File: config.mk
export PLATFORM = sky130hd
export DESIGN_NAME = piso_stream_flat
export DESIGN_NICKNAME = d
export VERILOG_FILES = /design/src/rtl/piso_pkg.sv /design/src/rtl/piso_stream_if.sv /design/src/rtl/piso_stream.sv /design/src/flat_wrapper.sv
export SDC_FILE = /design/constraint.sdc
export NUM_CORES = 1
export LEC_CHECK = 0
export BUFFER_PORTS_ARGS = -buffer_cell sky130_fd_sc_hd__buf_2
export CELL_PAD_IN_SITES_DETAIL_PLACEMENT = 2
export CELL_PAD_IN_SITES_GLOBAL_PLACEMENT = 2
export CORE_AREA = 2 2 54 56
export DETAILED_ROUTE_END_ITERATION = 16
export DIE_AREA = 0 0 56 58
export PLACE_DENSITY_LB_ADDON = 0.08
export SKIP_CTS_REPAIR_TIMING = 1
export SYNTH_ARGS = -nofsm -noshare
export SYNTH_HDL_FRONTEND = slang
export SYNTH_SLANG_ARGS = --single-unit
File: constraint.sdc
create_clock -name clk -period 1.1 [get_ports clk]
set_input_delay 0.055 -clock clk [delete_from_list [all_inputs] [get_ports clk]]
set_output_delay 0.055 -clock clk [all_outputs]
set_load 0.02 [all_outputs]
File: src/rtl/piso_pkg.sv
// ----------------------------------------------------------------------------
// piso_pkg
// Shared types and helpers for the piso_stream serialiser.
//   piso_state_e : FSM state encoding (ST_IDLE / ST_SHIFT)
//   even_par()   : XOR-reduce of a word. Narrower words are zero-extended,
//                  which does not change the result.
// ----------------------------------------------------------------------------
package piso_pkg;

  typedef enum logic {
    ST_IDLE,
    ST_SHIFT
  } piso_state_e;

  function automatic logic even_par(input logic [63:0] data);
    return ^data;
  endfunction

endpackage

File: src/rtl/piso_stream_if.sv
// ----------------------------------------------------------------------------
// piso_stream_if
// Parallel-side valid/ready handshake into the serialiser.
//   prl_in : parallel word to serialise (DATA_W bits)
//   in_vld : prl_in is valid
//   in_rdy : serialiser accepts a word this cycle (combinational)
// Modports:
//   master : the word source
//   slave  : the serialiser
// ----------------------------------------------------------------------------
interface piso_stream_if #(
  parameter int DATA_W = 8
);

  logic [DATA_W-1:0] prl_in;
  logic              in_vld;
  logic              in_rdy;

  modport master (output prl_in, output in_vld, input in_rdy);
  modport slave  (input prl_in, input in_vld, output in_rdy);

endinterface

File: src/rtl/piso_stream.sv
// ----------------------------------------------------------------------------
// piso_stream
// Parallel-in / serial-out converter. Words arrive over a valid/ready
// handshake and leave one bit per clock with start/end-of-word markers.
// Back-to-back words stream with no idle cycle between them.
//
// Parameters:
//   DATA_W    : word width in bits (2..64)
//   MSB_FIRST : 0 = bit 0 goes out first, 1 = bit DATA_W-1 goes out first
//
// Optional build macro:
//   PISO_PARITY_EN : append one even-parity bit after every word. eof_o then
//                    marks the parity bit.
//
// Ports:
//   clk   : clock, rising edge
//   rst   : synchronous, active-high reset
//   in_if : piso_stream_if.slave (prl_in, in_vld, in_rdy)
//   srl_o : serial data bit (registered)
//   vld_o : srl_o holds a valid bit (registered)
//   sof_o : first bit of a word (registered)
//   eof_o : last bit of a word (registered)
// ----------------------------------------------------------------------------
module piso_stream
  import piso_pkg::*;
#(
  parameter int DATA_W    = 8,
  parameter bit MSB_FIRST = 1'b0
) (
  input  logic          clk,
  input  logic          rst,
  piso_stream_if.slave  in_if,
  output logic          srl_o,
  output logic          vld_o,
  output logic          sof_o,
  output logic          eof_o
);

`ifdef PISO_PARITY_EN
  localparam int PAR_BITS = 1;
`else
  localparam int PAR_BITS = 0;
`endif
  localparam int TOTAL = DATA_W + PAR_BITS;
  localparam int CNT_W = $clog2(DATA_W + 2);
  localparam logic [CNT_W-1:0] LAST_IDX = CNT_W'(TOTAL - 1);

  piso_state_e       state_q, state_d;
  logic [DATA_W-1:0] shreg_q, shreg_d;
  logic [CNT_W-1:0]  cnt_q, cnt_d;
  logic              srl_q, srl_d;
  logic              vld_q, vld_d;
  logic              sof_q, sof_d;
  logic              eof_q, eof_d;
`ifdef PISO_PARITY_EN
  logic              par_q, par_d;
`endif
  logic              accept;

  // A new word may load while the last bit of the previous word is on the
  // wire. Loading at that point keeps vld_o continuous.
  assign in_if.in_rdy = ~rst & ((state_q == ST_IDLE) | ((state_q == ST_SHIFT) & eof_q));
  assign accept       = in_if.in_vld & in_if.in_rdy;

  // NOTE: every signal written here gets a default first so that no path
  // leaves it unassigned, which would infer a latch.
  always_comb begin
    state_d = state_q;
    shreg_d = shreg_q;
    cnt_d   = cnt_q;
    srl_d   = 1'b0;
    vld_d   = 1'b0;
    sof_d   = 1'b0;
    eof_d   = 1'b0;
`ifdef PISO_PARITY_EN
    par_d   = par_q;
`endif

    if (accept) begin
      // The first bit goes straight to the output. The rest of the word waits
      // in the shift register, already shifted so the next bit sits at the
      // output end.
      srl_d   = MSB_FIRST ? in_if.prl_in[DATA_W-1] : in_if.prl_in[0];
      shreg_d = MSB_FIRST ? (in_if.prl_in << 1) : (in_if.prl_in >> 1);
      cnt_d   = CNT_W'(1);
      vld_d   = 1'b1;
      sof_d   = 1'b1;
      eof_d   = (TOTAL == 1);
      state_d = ST_SHIFT;
`ifdef PISO_PARITY_EN
      par_d   = even_par(64'(in_if.prl_in));
`endif
    end else if ((state_q == ST_SHIFT) && !eof_q) begin
      // cnt_q is the index of the bit being emitted on this edge.
      vld_d   = 1'b1;
      cnt_d   = cnt_q + CNT_W'(1);
      eof_d   = (cnt_q == LAST_IDX);
      srl_d   = MSB_FIRST ? shreg_q[DATA_W-1] : shreg_q[0];
      shreg_d = MSB_FIRST ? (shreg_q << 1) : (shreg_q >> 1);
`ifdef PISO_PARITY_EN
      if (cnt_q == CNT_W'(DATA_W)) begin
        srl_d = par_q;
      end
`endif
    end else if (state_q == ST_SHIFT) begin
      // The last bit retired and no word followed.
      state_d = ST_IDLE;
    end
  end

  // NOTE: sequential state uses non-blocking assignments only, so every flop
  // samples the pre-edge value of every other flop.
  always_ff @(posedge clk) begin
    if (rst) begin
      state_q <= ST_IDLE;
      shreg_q <= '0;
      cnt_q   <= '0;
      srl_q   <= 1'b0;
      vld_q   <= 1'b0;
      sof_q   <= 1'b0;
      eof_q   <= 1'b0;
`ifdef PISO_PARITY_EN
      par_q   <= 1'b0;
`endif
    end else begin
      state_q <= state_d;
      shreg_q <= shreg_d;
      cnt_q   <= cnt_d;
      srl_q   <= srl_d;
      vld_q   <= vld_d;
      sof_q   <= sof_d;
      eof_q   <= eof_d;
`ifdef PISO_PARITY_EN
      par_q   <= par_d;
`endif
    end
  end

  assign srl_o = srl_q;
  assign vld_o = vld_q;
  assign sof_o = sof_q;
  assign eof_o = eof_q;

endmodule

File: src/flat_wrapper.sv
// flat-port wrapper written by rule: the top's interface ports become plain ports
module piso_stream_flat import piso_pkg::*;
#(
  parameter int DATA_W    = 8,
  parameter bit MSB_FIRST = 1'b0
)
  (clk, rst, srl_o, vld_o, sof_o, eof_o, in_if_prl_in, in_if_in_vld, in_if_in_rdy);
  piso_stream_if #(.DATA_W(DATA_W)) in_if_i ();
  input  logic clk;
  input  logic rst;
  output logic srl_o;
  output logic vld_o;
  output logic sof_o;
  output logic eof_o;
  input wire logic [$bits(in_if_i.prl_in)-1:0] in_if_prl_in;
  input wire logic [$bits(in_if_i.in_vld)-1:0] in_if_in_vld;
  output wire logic [$bits(in_if_i.in_rdy)-1:0] in_if_in_rdy;
  assign in_if_i.prl_in = in_if_prl_in;
  assign in_if_i.in_vld = in_if_in_vld;
  assign in_if_in_rdy = in_if_i.in_rdy;
  piso_stream #(.DATA_W(DATA_W), .MSB_FIRST(MSB_FIRST)) u_core (.clk(clk), .rst(rst), .in_if(in_if_i), .srl_o(srl_o), .vld_o(vld_o), .sof_o(sof_o), .eof_o(eof_o));
endmodule
==> results of run 1 <==
[per-layer routing]
layer	vias to the layer above	part of all wire, %	global-route usage (%)	wire length [microns]
met1	278	46	12.5	728
li1	286	-	-	-
met4	0	0.82	2.04	13
met2	13	47	19.0	751
met3	2	5.7	4.69	91
met5	-	0	0	0
[final timing paths]
| path | to | cells past startpoint | from |
|---|---|---|---|
| worst min-delay path | u_core.srl_o$_SDFF_PP0_ | 3 | in_if_prl_in[0] |
| worst max-delay path | in_if_in_rdy | 4 | u_core.state_q$_SDFFE_PP0P_ |
| worst min register to register | u_core.srl_o$_SDFF_PP0_ | 2 | u_core.shreg_q[0]$_SDFFE_PP0P_ |
| worst max register to register | u_core.cnt_q[2]$_SDFFE_PP0N_ | 3 | u_core.eof_o$_SDFF_PP0_ |
[worst max-delay path, stage by stage (launching register included)]
cell and delay (ns):
dfxtp_2 0.33, nor2b_4 0.12, buf_6 0.12, nor2_4 0.08, buf_6 0.12
[per-stage QoR]
step / util, % / hold WS [ns] / instance area [sq um] / std cells
after detailed placement: 30.2 / 0.368 / 803 / 114
after floorplan: - / 0.219 / 692 / 69
after global routing: 34.1 / 0.0541 / 907 / 121
after CTS: 31.5 / 0.0425 / 840 / 118
after global placement: 30.2 / 0.347 / 803 / 114
final: 34.1 / 0.0426 / 907 / 121
[kinds of logic (layout without fill, tap and decap cells)]
kind of cell / count (synthesis) / count (layout)
compound gates: 12 / 12
buf+inv: 7 / 28
simple gates: 25 / 25
mux: 8 / 8
fa+ha+maj: 1 / 1
flops: 16 / 16
[power groups by stage]
stage	Sequential (mW)	Combinational, mW	Clock (mW)
after detailed placement	0.643	0.179	0
after floorplan	0.651	0.113	0
after global routing	0.638	0.224	0.455
after global placement	0.642	0.178	0
after CTS	0.630	0.180	0.426
final	0.632	0.203	0.403
[layout by cell type (no fill, tap or decap), types with 2 or more instances in the layout]
cell type  instances
nand3_1            3
a21oi_1            3
buf_6              2
nor2_1            10
nand3b_1           2
mux2i_1            7
dfxtp_2            4
buf_2             14
clkbuf_4           3
dfxtp_1           11
a211oi_2           3
a211oi_1           5
buf_4              7
nand2_1            2
[registers in the layout (all words and copies together) (netlist names)]
signal	count
u_core.shreg_q	7
u_core.cnt_q	4
u_core.eof_o	1
u_core.sof_o	1
u_core.srl_o	1
u_core.state_q	1
u_core.vld_o	1
[cell type report]
cell class	instances	area, sq um
clock buffers	4	36.3
repair buffers	24	160
flip-flops and latches	16	329
fillers	315	1760
well taps	31	38.8
multi-input cells	46	343
==> flow_summary.toml, run 1 <==
[outcome]
status = "finished with violations"
violations = "negative setup slack"

[pwr]
combPwrFrac_pct = 16.4
power_leakage_nw = 0.390
swShare_pct = 26.0
ir_drop_mv = 0.801
power.switching_mw = 0.321
pwr-share-clk_pct = 32.5
power.density_nw_per_um2 = 1360
intPower_mw = 0.917
finalPower_mw = 1.24
p_seq_share_pct = 51.0

[worst_setup_path]
end_kind = "primary output"
cp_max_fo = 4
critPathKind = "flip-flop to primary output"
reg2reg_slack_ns = 0.03
cp_data_arrival_time_ns = 1.07
required_ns = 1.04
critPathLaunchType = "flip-flop"

[timing]
fin_ws_ns = -0.0247
tns_ns = -0.0247
hold_viol_final = 0
finalSetupViolations = 1
rsz0062_at_grt = "true"
slew_headroom_pct = 76.1
skew_ns = 0.00822
max_freq_mhz = 889
layout_min_cycle_time_ns = 1.12
drv_slew = 0
worst_slew_pin_slew_ns = 0.359
fin_crit_sh_pct = 102

[cts]
cts_root_buf = "clkbuf_4"
cts_tree = "yes"
clkSlewWorstSetupHoldPaths_ns = 0.11
h-tree-depth = 1
cts_buffers = 3
clock_path_buffers = 2
clk_latency_ns = 0.29
clock-sinks = 16

[synthesis]
ys_ff_latch = 16
muxShareOfSynthArea_pct = 11.9
synth_compound_area_share_pct = 13.4
yosys-top-cells-area = "dfxtp_1 47%, mux2i_1 10%, a211oi_1 6.6%"
synthSimpleGateAreaFrac_pct = 19.0
synth.distinct_cells = 22
async_reset_ff_share_pct = 0
synth_top_area_share_pct = 46.9
yosysMostFrequentCell = "dfxtp_1"
synth_top_family_by_area = "simple AND/OR/NAND/NOR gates"
syn_area_sq_um = 683
synth_common_cells = "16 x dfxtp_1, 11 x nor2_1, 7 x mux2i_1"
yosysWarnings = 0
synth_flop_cell = "dfxtp_1"
syn_avg_cell_area_sq_um = 9.90
synthAdderAreaFrac_pct = 1.83
ys_seq_area_share_pct = 46.9
synth_cells = 69
synthXorXnorAreaFrac_pct = 0
synth_edf_count = 0
syn_nets = 81
yosysTopAreaCell = "dfxtp_1"

[route]
drcViolationCount = 0
drt_iter0_markers = 4
vias = 579
wl_per_cell_microns = 13.1
ant_nets = 0
wirelength_mm = 1.59
vias_per_cell = 4.79
dr.pass1.iters = 2

[floorplanning]
die_area_sq_um = 3250
core_sq_um = 2660
fp.dieH_microns = 58
pin_count = 16
rows = 19
fp.dieW_microns = 56
initial_utilization_pct = 25.7

[final_layout]
nNetsFinal = 103
n_antenna_cell = 0
syn2layout_area_growth_pct = 32.8
layout-drive-gt1-share_pct = 45.6

[min_path]
hold_class = "input pin to flip-flop"

[place]
gp_congestion = 0.660
port_buffers = 15
dp_hpwl_mm = 1.11
dp_slack_ns = -0.0222

[global_route]
grt_max_degree = 15
overflow = 0
grtUsageTotal_pct = 10.9
antenna_found_initial = 0
grt_pass1_vias = 579
grt_pass1_wl_mm = 2.73

[job]
maxCapViolCount = 0
Power figures use the tool's default switching activity.
==> run 2, diff against run 1 <==
CELL_PAD_IN_SITES_DETAIL_PLACEMENT = default   (was 2)
CELL_PAD_IN_SITES_GLOBAL_PLACEMENT = default   (was 2)
CORE_AREA = 2 2 45 47   (was 2 2 54 56)
DIE_AREA = 0 0 47 49   (was 0 0 56 58)
==> run 2 against run 1 <==
The flow still finishes with violations (negative setup slack). Total power down 3.4%. Critical path depth unchanged. Sequential power about the same. Combinational power down 8%. Utilization up 14 points. Maximum frequency up 1.4%. Sequential share of layout area up 0.99 points. Final cell count down 4.1%. Non-clock buffer count down 1. Clock power down 6.0%. Sequential cell count unchanged.
==> flow_summary.toml, run 2 (synthesized netlist as in run 1, its figures left out) <==
[timing]
finalSetupViolations = 1
fin_ws_ns = -0.00954
fin_crit_sh_pct = 101
worst_slew_pin_slew_ns = 0.334
drv_slew = 0
tns_ns = -0.00954
rsz0062_at_grt = "true"
max_freq_mhz = 901
slew_headroom_pct = 77.7
skew_ns = 0.00180
layout_min_cycle_time_ns = 1.11
hold_viol_final = 0

[route]
vias = 547
dr.pass1.iters = 3
wirelength_mm = 1.25
wl_per_cell_microns = 10.8
drt_iter0_markers = 2
drcViolationCount = 0
ant_nets = 0
vias_per_cell = 4.72

[final_layout]
top_regs = "u_core.shreg_q (7), u_core.cnt_q (4)"
largest_reg_flops = 7
layout-drive-gt1-share_pct = 41.6
nNetsFinal = 102
mostFrequentLayoutCell = "buf_2"
syn2layout_area_growth_pct = 28.8
top_register = "u_core.shreg_q"
n_antenna_cell = 0
final_cell_mix = "14 x buf_2, 12 x dfxtp_1, 10 x nor2_1"

[worst_setup_path]
crit_chain = "nor2b_4, buf_6, nor2_4, buf_6"
cp_max_fo = 5
critical_path_depth = 4
crit_path_max_incr_delay_ns = 0.34
critPathSlowestCell = "dfxtp_2"
critPathKind = "flip-flop to primary output"
critPathBufInv = 2
critPathLaunchType = "flip-flop"
critical-path-top-delay-family = "flip-flops"
end_kind = "primary output"
required_ns = 1.04
cp_data_arrival_time_ns = 1.05
worstRegToRegCells = 5
path_common_cell = "buf_6"

[outcome]
violations = "negative setup slack"
status = "finished with violations"

[cts]
clk_latency_ns = 0.28
cts_tree = "yes"
cts_buffers = 3
cts_root_buf = "clkbuf_4"
clock-sinks = 16
h-tree-depth = 1
clkSlewWorstSetupHoldPaths_ns = 0.09
clock_path_buffers = 2

[floorplanning]
core_sq_um = 1840
die_area_sq_um = 2300
pin_count = 16
initial_utilization_pct = 37.1
rows = 16
fp.dieW_microns = 47
fp.dieH_microns = 49

[global_route]
grt_pass1_wl_mm = 2.08
antenna_found_initial = 0
grtUsageTotal_pct = 12.7
grt_max_degree = 15
overflow = 0
grt_pass1_vias = 472

[min_path]
hold_depth = 3
hold_class = "input pin to flip-flop"

[job]
maxCapViolCount = 0

[place]
gp_congestion = 0.701
port_buffers = 15
dp_hpwl_microns = 840

[pwr]
power.density_nw_per_um2 = 1360
ir_drop_mv = 0.569
power_leakage_nw = 0.382
finalPower_mw = 1.20
## run 2: routing by layer
layer	global-route usage, %	wire [microns]	vias to the layer above
met2	17.6	550	14
met1	16.7	620	248
met5	0	0	-
li1	-	-	283
met4	4.17	12	0
met3	6.67	71	2
## run 2: final cells by class
type,count,area (sq um)
multi-input cells,46,333
well taps,27,33.8
clock buffers,4,36.3
repair buffers,23,149
flip-flops and latches,16,328
fillers,195,962
## run 2: power by group
part           leakage, nW  internal, mW  switching [mW]
Clock               0.0210         0.201           0.177
Combinational        0.227        0.0940          0.0929
Sequential           0.134         0.614          0.0164
Total                0.382         0.909           0.287
## run 2: through the flow
step	hold slack, ns	instances	util, %	cell area [sq um]	setup WS (ns)
floorplan	0.219	69	-	692	-0.0107
global placement	0.340	110	43.3	798	-0.00212
detailed placement	0.342	110	43.3	798	-0.0269
CTS	0.0269	114	45.3	835	-0.154
global route	0.0411	116	47.8	880	-0.0851
finish	0.0588	116	47.8	880	-0.00954
## run 2: final timing paths
| path | startpoint | endpoint | slack [ns] |
|---|---|---|---|
| setup / recovery | u_core.state_q$_SDFFE_PP0P_ | in_if_in_rdy | -0.01 |
| hold / removal | in_if_prl_in[0] | u_core.srl_o$_SDFF_PP0_ | 0.06 |
| setup reg to reg | u_core.state_q$_SDFFE_PP0P_ | u_core.cnt_q[0]$_SDFFE_PP0P_ | 0.02 |
| hold reg to reg | u_core.shreg_q[0]$_SDFFE_PP0P_ | u_core.srl_o$_SDFF_PP0_ | 0.47 |
## run 2: worst reg2reg max path, stage by stage, from the launching register on
cell      delay, ns
dfxtp_2        0.33
nor2b_4        0.12
buf_6          0.12
buf_4          0.15
nor3_1         0.18
a211oi_2       0.06
